$ cat src/rtl/cpu_wb.sv
// rtl/cpu_wb.sv - MEM/WB pipeline register, register-file write port and retirement tracking.
module cpu_wb (
  input  logic        clk,
  input  logic        rst,
  input  logic        stall,
  input  logic        flush,
  input  logic        validM,
  input  logic [1:0]  WBcontrolsM,
  input  logic [15:0] aluOutM,
  input  logic [15:0] memDataM,
  input  logic [3:0]  dstRegM,
  input  logic        haltM,
  output logic [15:0] wrData,
  output logic        regWrite,
  output logic [3:0]  wrReg,
  output logic        validW,
  output logic        halted,
  output logic [15:0] retireCount
);

  logic        validR;
  logic        memToRegR;
  logic        regWriteR;
  logic [15:0] aluOutR;
  logic [15:0] memDataR;
  logic [3:0]  dstRegR;
  logic        haltR;

  logic retire;
  logic haltRetire;

  assign retire     = validR & ~stall & ~halted;
  assign haltRetire = retire & haltR;

  always_ff @(posedge clk) begin
    if (rst) begin
      validR      <= 1'b0;
      memToRegR   <= 1'b0;
      regWriteR   <= 1'b0;
      aluOutR     <= 16'h0000;
      memDataR    <= 16'h0000;
      dstRegR     <= 4'h0;
      haltR       <= 1'b0;
      halted      <= 1'b0;
      retireCount <= 16'h0000;
    end else begin
      if (retire) begin
        retireCount <= retireCount + 16'h0001;
      end
      if (haltRetire) begin
        halted <= 1'b1;
      end

      // The HLT's successor is dropped on the retiring edge so nothing enters WB once halted.
      if (halted || haltRetire || flush) begin
        validR    <= 1'b0;
        regWriteR <= 1'b0;
        haltR     <= 1'b0;
      end else if (!stall) begin
        validR    <= validM;
        memToRegR <= WBcontrolsM[1];
        regWriteR <= WBcontrolsM[0];
        aluOutR   <= aluOutM;
        memDataR  <= memDataM;
        dstRegR   <= dstRegM;
        haltR     <= haltM;
      end
    end
  end

  assign wrData   = memToRegR ? memDataR : aluOutR;
  assign wrReg    = dstRegR;
  assign validW   = validR;
  assign regWrite = validR & regWriteR & (dstRegR != 4'h0) & ~halted;

endmodule

$ cat config.mk
export PLATFORM = sky130hd
export DESIGN_NAME = cpu_wb
export DESIGN_NICKNAME = d
export VERILOG_FILES = /design/src/rtl/cpu_wb.sv
export SDC_FILE = /design/constraint.sdc
export NUM_CORES = 1
export LEC_CHECK = 0
export CAP_MARGIN = 40
export CELL_PAD_IN_SITES_DETAIL_PLACEMENT = 2
export CELL_PAD_IN_SITES_GLOBAL_PLACEMENT = 2
export CORE_UTILIZATION = 27
export DETAILED_ROUTE_END_ITERATION = 12
export PLACE_DENSITY = 0.81
export SLEW_MARGIN = 5
export SYNTH_ARGS = -nofsm -noshare
export SYNTH_HDL_FRONTEND = slang
export SYNTH_SLANG_ARGS = --single-unit
$ cat constraint.sdc
create_clock -name clk -period 3.9 [get_ports clk]
set_input_delay 0.975 -clock clk [delete_from_list [all_inputs] [get_ports clk]]
set_output_delay 0.975 -clock clk [all_outputs]
set_load 0.05 [all_outputs]
Yosys cells after proc, flatten, opt, wreduce, memory -nomap -nowiden

Index checks and enable logic that the tools add are counted.

Add/subtract/negate cells: 1
Muxes and demuxes: 1
Bitwise gates (word level): 9
Reduce and logical (&&, ||, !) cells: 5

Operators with widths:

| cell                                                             | number |
|---|---|
| 16-bit by 1-bit adder with 16-bit output (second input constant) | 1 |
| 16-bit 2-to-1 mux                                                | 1 |
| 1-bit bitwise AND                                                | 6 |
| 4-bit nonzero test                                               | 1 |
| 1-bit NOT                                                        | 3 |
| 1-bit logical OR                                                 | 2 |
| 2-bit AND reduction                                              | 1 |
| 2-bit OR reduction                                               | 1 |

Flip-flop bits (word level): 57
Input bits: 44
Output and inout bits: 39
Word-level logic and storage cells: 25

Logic depth before layout (Yosys ltp)

Gate-level depths: netlist (run 1).

Word-level depth: 8
Gate-level depth with buffers: 7
Gate-level depth less buffers: 5

Worst setup path after synthesis (run 1)

Ideal clock, no wire load.

Path kind: register -> output
From: register dstRegR[3], in the netlist wrReg[3]
To: output regWrite
Arrival time: 1.861 ns
Data required time: 2.925 ns
Slack: 1.064 ns
Stages on the path, launching flop included: 3
Path buffers: 0
Cell sequence: dfxtp_1 nor4_1 nor3_1

Longest elaborated chain between the ends: 3

RTL lines:

| item                           | RTL line | RTL |
|---|---|---|
| start: declaration             | 26       | `logic [3:0] dstRegR;` |
| start signal: assignment       | 65       | `dstRegR <= dstRegM;` |
| 4-bit nonzero test             | 74       | `assign regWrite = validR & regWriteR & (dstRegR != 4'h0) & ~halted;` |
| 1-bit bitwise AND (2 in a row) | 74       |  |
| end: declaration               | 14       | `output logic regWrite,` |

No other way between the ends.

Worst setup path after layout (run 1)

From: register memToRegR
To: output wrData[12]

Longest elaborated chain between the ends: 1

RTL lines:

| item                     | RTL line | RTL |
|---|---|---|
| start: declaration       | 22       | `logic memToRegR;` |
| start signal: assignment | 61       | `memToRegR <= WBcontrolsM[1];` |
| 16-bit 2-to-1 mux        | 71       | `assign wrData = memToRegR ? memDataR : aluOutR;` |
| end: declaration         | 13       | `output logic [15:0] wrData,` |

No other way between the ends.

==> results of run 1 <==
==> stage by stage <==
step / power, W / instances / setup slack, ns
2_1_floorplan: 0.0007199 / 277 / 1.064
3_3_place_gp: 0.0007971 / 450 / 0.9068
3_5_place_dp: 0.0008037 / 451 / 0.9090
4_1_cts: 0.001404 / 466 / 0.5455
5_1_grt: 0.001447 / 466 / 0.4715
6_report: 0.001385 / 466 / 0.5755
==> cells in the mapped netlist (3+ instances only) <==
master     n
clkbuf_1   9
mux2i_1    4
o21ai_0    5
nand4_1    3
buf_2      4
dfxtp_1   57
xor2_1     7
nand2_1   81
or3_1      5
mux2_2    16
nor2_1    16
nand3_1    5
a21oi_1   43
==> routing by layer <==
| layer | track usage | vias to the layer above | part of all wire |
|---|---|---|---|
| li1 | - | 1092 | - |
| met4 | 0.05303 | 0 | 0.011 |
| met1 | 0.2059 | 1101 | 0.45 |
| met3 | 0.04306 | 9 | 0.058 |
| met5 | 0 | - | 0 |
| met2 | 0.2804 | 58 | 0.48 |
==> worst max path at each step <==
| stage | startpoint | to | depth (start not counted) |
|---|---|---|---|
| after floorplan | wrReg[3] | regWrite | 2 |
| after global placement | memToRegR | wrData[12] | 2 |
| after detailed placement | memToRegR | wrData[12] | 2 |
| after CTS | memToRegR | wrData[12] | 2 |
| after global routing | memToRegR | wrData[12] | 2 |
| final | memToRegR | wrData[12] | 2 |
==> registers in the layout, summed over array words and instances, names as in the netlist <==
register,flops
wrReg,4
memDataR,16
retireCount,16
haltR,1
aluOutR,16
memToRegR,1
regWriteR,1
validW,1
halted,1
==> final cells by class <==
class	count	area (µm²)	area share
multi-input cells	203	1129	0.3253
inverters	1	3.754	0.001082
clock inverters	2	35.03	0.01010
clock buffers	13	178.9	0.05157
well taps	105	131.4	0.03787
repair buffers	85	850.8	0.2452
flip-flops and latches	57	1141	0.3289
==> cells by family (layout without fill, tap and decap cells) <==
kind of cell             after synthesis  in the layout
multiplexers                          20             20
XOR/XNOR                               9              9
AND/OR/NAND/NOR                      124            124
AO/OA/AOI/OAI                         49             49
buffers and inverters                 17            101
flip-flops                            57             57
adder cells (fa/ha/maj)                1              1
==> worst max-delay path, stage by stage (launching register included) <==
cell             delay [ns]
dfxtp_1                0.89
mux2_2                 0.44
clkdlybuf4s50_1        0.70
==> report_power, final <==
group	switching (W)	internal [W]	total (W)
Combinational	0.0000925	0.0000813	0.000174
Clock	0.000236	0.000361	0.000597
Sequential	0.0000135	0.000601	0.000615
Total	0.000342	0.00104	0.00139
==> impl_metrics.ini, run 1 <==
[outcome]
outcome = completed

[clock_network]
cts_root_buf = clkbuf_8
insertion_delay_ns = 0.33
htree_levels = 3
clkTransAtPathRegs_ns = 0.07
clkSinkCount = 57
cts_buffers = 9
cts_setup_buffers = 0
ctsHoldBuffers = 0
cts_buffer_depth = 2
cts_tree = built
post_cts_resized = 0

[worst_hold_path]
worstHoldStart = aluOutR[8]
hold_class = reg -> reg
hold_path_depth = 2
min_to = aluOutR[8]

[logic_synthesis]
yosysTopAreaCellShare = 0.4864
ys_warn_count = 0
synth_ff_type = dfxtp_1
yosysUniqueCellTypes = 28
yosys.area.top_type = dfxtp_1
synth-seq-area-share = 0.4864
yosys-top-cells-area = dfxtp_1, nand2_1, a21oi_1
synth_cells = 277
ys_async_sr_fraction = 0
syn_area_mm2 = 0.002346
synth_compound_area_frac = 0.1056
synthXorXnorAreaFrac = 0.03360
synth_area_per_cell_um2 = 8.469
ys_seq_elements = 57
synthMuxAreaShare = 0.09387
yosys.area_share.simple = 0.2427
synth_edf_count = 0
syn_nets = 322
synth_top_family_by_area = simple AND/OR/NAND/NOR gates
synthAdderAreaFrac = 0.005333

[floorplan]
start_util = 0.2827
row_count = 33
core_mm2 = 0.008299
die-area_mm2 = 0.009066
io_pins = 83
fp.dieW_um = 95.22
die_h_um = 95.22

[global_route]
antenna_found_initial = 0
track_usage = 0.1664
grt_pass1_wl_um = 11410
grt_overflow_total = 0
grt_max_degree = 38
grt_pass1_vias = 2328

[worst_setup_path]
reg2reg_to = retireCount[15]
r2r_slack_ns = 2.19
crit_required_ns = 2.92
cp.arrival_ns = 2.35
crit_fanout = 17
ff2ff_path_depth = 4
start_kind = flop
r2r-start = validW
worstSetupPathType = reg -> out
end_kind = output port

[detailed_routing]
first_pass_iters = 6
routed_wl_um = 7175
wl_per_cell_um = 15.40
drc = 0
drtIter0Drc = 58
final_antenna_net_count = 0
via_per_inst = 4.850
vias = 2260

[finish]
antenna_cells = 0
syn_to_final_growth_pct = 47.89
postLayoutCellArea_mm2 = 0.003470
final_cell_mix = nand2_1, clkdlybuf4s50_1, dfxtp_1
fillCellCount = 956
drive_above_1_share = 0.1053
nets = 402
fin_util = 0.4181

[timing]
rsz0062_at_grt = false
fin_hold_ws_ns = 0.4530
worst_slew_pin_slew_ns = 0.8658
skew_ns = 0.01034
fin_crit_sh = 0.8524
setup_tns_ns = 0
fmaxAchievable_ghz = 0.3008
finalSetupViolCount = 0
finalHoldViolCount = 0
slew-limit-headroom = 0.4220
drv_slew = 0
fin_crit_ns = 3.325

[power_and_ir_drop]
ir_worst_vdd_mv = 0.1342
power_leakage_nw = 1.257
p_per_area_mw_per_mm2 = 399.3

[place]
dpl_cell_area_mm2 = 0.003256
portBuffers = 82
gp_congestion = 0.7063
place.detailed.hpwl_um = 4937

[run]
drv_cap = 0
Power figures use the tool's default switching activity.
==> inputs of run 2 (changes only) <==
- REMOVE_ABC_BUFFERS: unset -> 1
- clock period: 3.9 -> 4 ns (I/O delays scaled with it)
==> impl_metrics.ini, run 2 (synthesized netlist as in run 1, its figures left out) <==
[outcome]
outcome = completed

[finish]
final_cell_mix = nand2_1, clkdlybuf4s50_1, dfxtp_1
multi_input_comb_area_mm2 = 0.001129
drive_above_1_share = 0.1022
regArea_mm2 = 0.001141
fillCellCount = 927
antenna_cells = 0
syn_to_final_growth_pct = 48.16
reg_top3 = aluOutR: 16 flops, memDataR: 16 flops, retireCount: 16 flops
nets = 402

[floorplan]
io_pins = 83
die_h_um = 95.22
row_count = 33
fp.dieW_um = 95.22
start_util = 0.2827
core_mm2 = 0.008299
die-area_mm2 = 0.009066

[timing]
rsz0062_at_grt = false
drv_slew = 0
finalHoldViolCount = 0
fin_crit_ns = 3.307
setup_tns_ns = 0
fmaxAchievable_ghz = 0.3024
worst_slew_pin_slew_ns = 0.8122
fin_crit_sh = 0.8268
slew-limit-headroom = 0.4578
finalSetupViolCount = 0
skew_ns = 0.008803

[worst_setup_path]
start_kind = flop
crit_family = flip-flops
end_kind = output port
cp.arrival_ns = 2.31
crit_required_ns = 3.00
worstSetupPathType = reg -> out
crit_fanout = 17
crit_slowest_cell = dfxtp_1
path_buf_inv = 1
slowest_delay_ns = 0.85
worstPathCellList = mux2_2 > clkdlybuf4s50_1

[detailed_routing]
final_antenna_net_count = 0
wl_per_cell_um = 15.16
vias = 2215
drtIter0Drc = 51
routed_wl_um = 7081
first_pass_iters = 4
drc = 0
via_per_inst = 4.743

[clock_network]
post_cts_resized = 0
clkTransAtPathRegs_ns = 0.06
cts_setup_buffers = 0
cts_buffers = 9
cts_tree = built
insertion_delay_ns = 0.33
cts_buffer_depth = 2
cts_root_buf = clkbuf_8
clkSinkCount = 57
ctsHoldBuffers = 0
htree_levels = 3

[global_route]
grt_overflow_total = 0
grt_pass1_vias = 2364
grt_pass1_wl_um = 11270
grt_util_met1 = 0.1899
grt_max_degree = 46
top_usage_layer = met2
track_usage = 0.1641
grtUsageMet2 = 0.2827
met3_usage = 0.03190
antenna_found_initial = 0

[power_and_ir_drop]
ir_worst_vdd_mv = 0.1523
p_per_area_mw_per_mm2 = 382.8
power_leakage_nw = 1.256
total_power_w = 0.001331

[place]
place.detailed.hpwl_um = 4990
portBuffers = 82
gp_congestion = 0.6809

[worst_hold_path]
hold_class = reg -> reg

[run]
drv_cap = 0
==> run 2: cell count changes in the layout (fill, tap and decap cells not counted) <==
cell | previous run | this run
buf_12 | 1 | 2
buf_4 | 2 | 1
clkbuf_1 | 0 | 2
clkbuf_8 | 13 | 12
==> run 2: tightest hold or removal path: stages, from the launching register on <==
cell,delay [ns]
dfxtp_1,0.31
nand2_1,0.05
a21oi_1,0.05
==> run 2: area by class of cell <==
class,instances,area share
Timing Repair Buffer,85,0.2484
Sequential cell,57,0.3283
Tap cell,105,0.03780
Multi-Input combinational cell,203,0.3247
Clock buffer,14,0.04968
Clock inverter,2,0.01008
Inverter,1,0.001080
==> run 2: worst paths after layout <==
check	cells past startpoint	end	from	slack [ns]
worst max-delay path	2	wrData[0]	memToRegR	0.69
worst min-delay path	2	aluOutR[7]	aluOutR[7]	0.46
worst max register to register	5	memDataR[10]	halted	2.21
worst min register to register	2	aluOutR[7]	aluOutR[7]	0.46
==> run 2: stage by stage <==
step / std cells / worst slack [ns] / cell area [µm²] / util / hold slack, ns
6_report: 467 / 0.6929 / 3476 / 0.4188 / 0.4556
2_1_floorplan: 261 / 1.139 / 2273 / - / 0.4268
3_5_place_dp: 451 / 0.9333 / 3268 / 0.3938 / 0.4490
4_1_cts: 467 / 0.6309 / 3476 / 0.4188 / 0.4587
5_1_grt: 467 / 0.5715 / 3476 / 0.4188 / 0.4808
3_3_place_gp: 450 / 1.005 / 3248 / 0.3914 / 0.4388
==> run 2: metal layers <==
| metal | up-vias | routed length (µm) |
|---|---|---|
| li1 | 1089 | - |
| met1 | 1059 | 2945 |
| met2 | 54 | 3644 |
| met3 | 13 | 302 |
| met4 | 0 | 188 |
| met5 | - | 0 |
==> run 2: power breakdown <==
| part | switching (W) | total [W] | leakage, nW | internal [W] |
|---|---|---|---|---|
| clock | 0.000222 | 0.000561 | 0.107 | 0.000338 |
| sequential | 0.0000135 | 0.000600 | 0.464 | 0.000586 |
| combinational | 0.0000894 | 0.000170 | 0.686 | 0.0000807 |
| total | 0.000325 | 0.00133 | 1.26 | 0.00101 |
==> inputs of run 3 (changes only) <==
- CORE_UTILIZATION: 27 -> 22
- PLACE_DENSITY: 0.81 -> 0.71
- clock period: 4 -> 2.7 ns (I/O delays scaled with it)
==> impl_metrics.ini, run 3 (synthesized netlist as in run 1, its figures left out) <==
[finish]
final_common_cell = nand2_1
fin_util = 0.3356
reg_top3 = aluOutR: 16 flops, memDataR: 16 flops, retireCount: 16 flops
final_cell_mix = nand2_1, clkdlybuf4s50_1, dfxtp_1
regArea_mm2 = 0.001141
syn_to_final_growth_pct = 47.68
postLayoutCellArea_mm2 = 0.003465
drive_above_1_share = 0.1608
fillCellCount = 1190
multi_input_comb_area_mm2 = 0.001129
antenna_cells = 0
nets = 407

[worst_setup_path]
crit_end = regWrite
setup.worst_path.start = validW
crit_required_ns = 2.03
ff2ff_path_depth = 4
cp.arrival_ns = 1.81
start_kind = flop
end_kind = output port
r2r_slack_ns = 1.04
r2r-start = retireCount[2]
crit_fanout = 6
worstSetupPathType = reg -> out
reg2reg_to = retireCount[15]

[power_and_ir_drop]
p_sw_w = 0.0005222
swShare = 0.2804
ir_worst_vdd_mv = 0.1675
total_power_w = 0.001862
p_comb_frac = 0.138
p_clk_frac = 0.388
p_int_w = 0.001340
power_leakage_nw = 1.289
seqPwrFrac = 0.474
p_per_area_mw_per_mm2 = 537.5

[detailed_routing]
wl_met3_um = 293
wl_per_cell_um = 14.54
routed_wl_um = 7314
via_per_inst = 4.491
first_pass_iters = 4
wirelength_met1_um = 3229
final_antenna_net_count = 0
wl_met2_um = 3685
drtIter0Drc = 26
drc = 0
top_layer = met4
vias = 2259

[floorplan]
fp.dieW_um = 105.3
row_count = 37
die_h_um = 105.3
die-area_mm2 = 0.01108
start_util = 0.2272
core_mm2 = 0.01032
io_pins = 83

[timing]
rsz0062_at_grt = false
fin_crit_ns = 2.490
slew-limit-headroom = 0.4551
setup_tns_ns = 0
fin_crit_sh = 0.9222
finalSetupViolCount = 0
skew_ns = 0.01304
drv_slew = 0
fmaxAchievable_ghz = 0.4016
worst_slew_pin_slew_ns = 0.8174
finalHoldViolCount = 0

[place]
place.detailed.hpwl_um = 5198
gp_congestion = 0.7215
dpl_cell_area_mm2 = 0.003292
portBuffers = 82

[global_route]
grt_pass1_wl_um = 12010
antenna_found_initial = 0
grt_max_degree = 41
track_usage = 0.1388
grt_pass1_vias = 2474
grt_overflow_total = 0

[clock_network]
cts_buffers = 9
htree_levels = 3
post_cts_resized = 0
cts_tree = built
ctsHoldBuffers = 0
cts_buffer_depth = 2
insertion_delay_ns = 0.34
clkSinkCount = 57
cts_root_buf = clkbuf_8
cts_setup_buffers = 0
clkTransAtPathRegs_ns = 0.07

[worst_hold_path]
hold_class = reg -> reg
hold_path_depth = 2

[run]
drv_cap = 0

[outcome]
outcome = completed
## run 3: changes by cell type in the layout (fill, tap and decap cells not counted), sizes merged
| cell | before | now |
|---|---|---|
| clkinvlp | 0 | 1 |
| clkinv | 1 | 4 |
| bufinv | 1 | 0 |
| clkdlybuf4s50 | 81 | 65 |
| buf | 4 | 25 |
| clkbuf | 14 | 11 |
## run 3: how the worst min path moves through the flow
| stage | start | end | slack, ns |
|---|---|---|---|
| finish | memDataR[11] | memDataR[11] | 0.46 |
| global route | memDataR[7] | memDataR[7] | 0.49 |
| CTS | memDataR[7] | memDataR[7] | 0.46 |
| detailed placement | memDataR[11] | memDataR[11] | 0.45 |
| global placement | memDataR[10] | memDataR[10] | 0.44 |
| floorplan | memDataR[0] | memDataR[0] | 0.43 |
## run 3: final cells by class
type | instances | share of cell area
Timing Repair Buffer | 90 | 0.2449
Clock inverter | 5 | 0.009029
Multi-Input combinational cell | 203 | 0.3257
Clock buffer | 11 | 0.04081
Inverter | 1 | 0.001083
Tap cell | 136 | 0.04912
Sequential cell | 57 | 0.3294
## run 3: per-layer routing
metal  up-vias  track usage
met5         -            0
met4         0      0.05734
met3         9      0.03154
met2        48       0.2378
met1      1103       0.1666
li1       1099            -
## run 3: metrics by stage
| step | std cells | setup slack (ns) | hold slack [ns] |
|---|---|---|---|
| floorplan | 261 | 0.1639 | 0.4268 |
| finish | 503 | 0.2100 | 0.4566 |
| global placement | 487 | 0.3704 | 0.4380 |
| CTS | 503 | 0.1869 | 0.4604 |
| detailed placement | 487 | 0.3014 | 0.4523 |
| global route | 503 | 0.1001 | 0.4854 |
## run 3: critical path, cell delays in order, from the launching register on
cell	delay, ns
dfxtp_1	0.43
nand2_1	0.09
nor3_1	0.13
clkdlybuf4s50_1	0.83
## run 3: power groups by stage
| stage | Combinational, W | Clock [W] | Sequential, W |
|---|---|---|---|
| 3_3_place_gp | 0.000257 | 0 | 0.000901 |
| 5_1_grt | 0.000277 | 0.000790 | 0.000887 |
| 3_5_place_dp | 0.000261 | 0 | 0.000902 |
| 2_1_floorplan | 0.000109 | 0 | 0.000913 |
| 4_1_cts | 0.000262 | 0.000750 | 0.000883 |
| 6_report | 0.000256 | 0.000723 | 0.000883 |
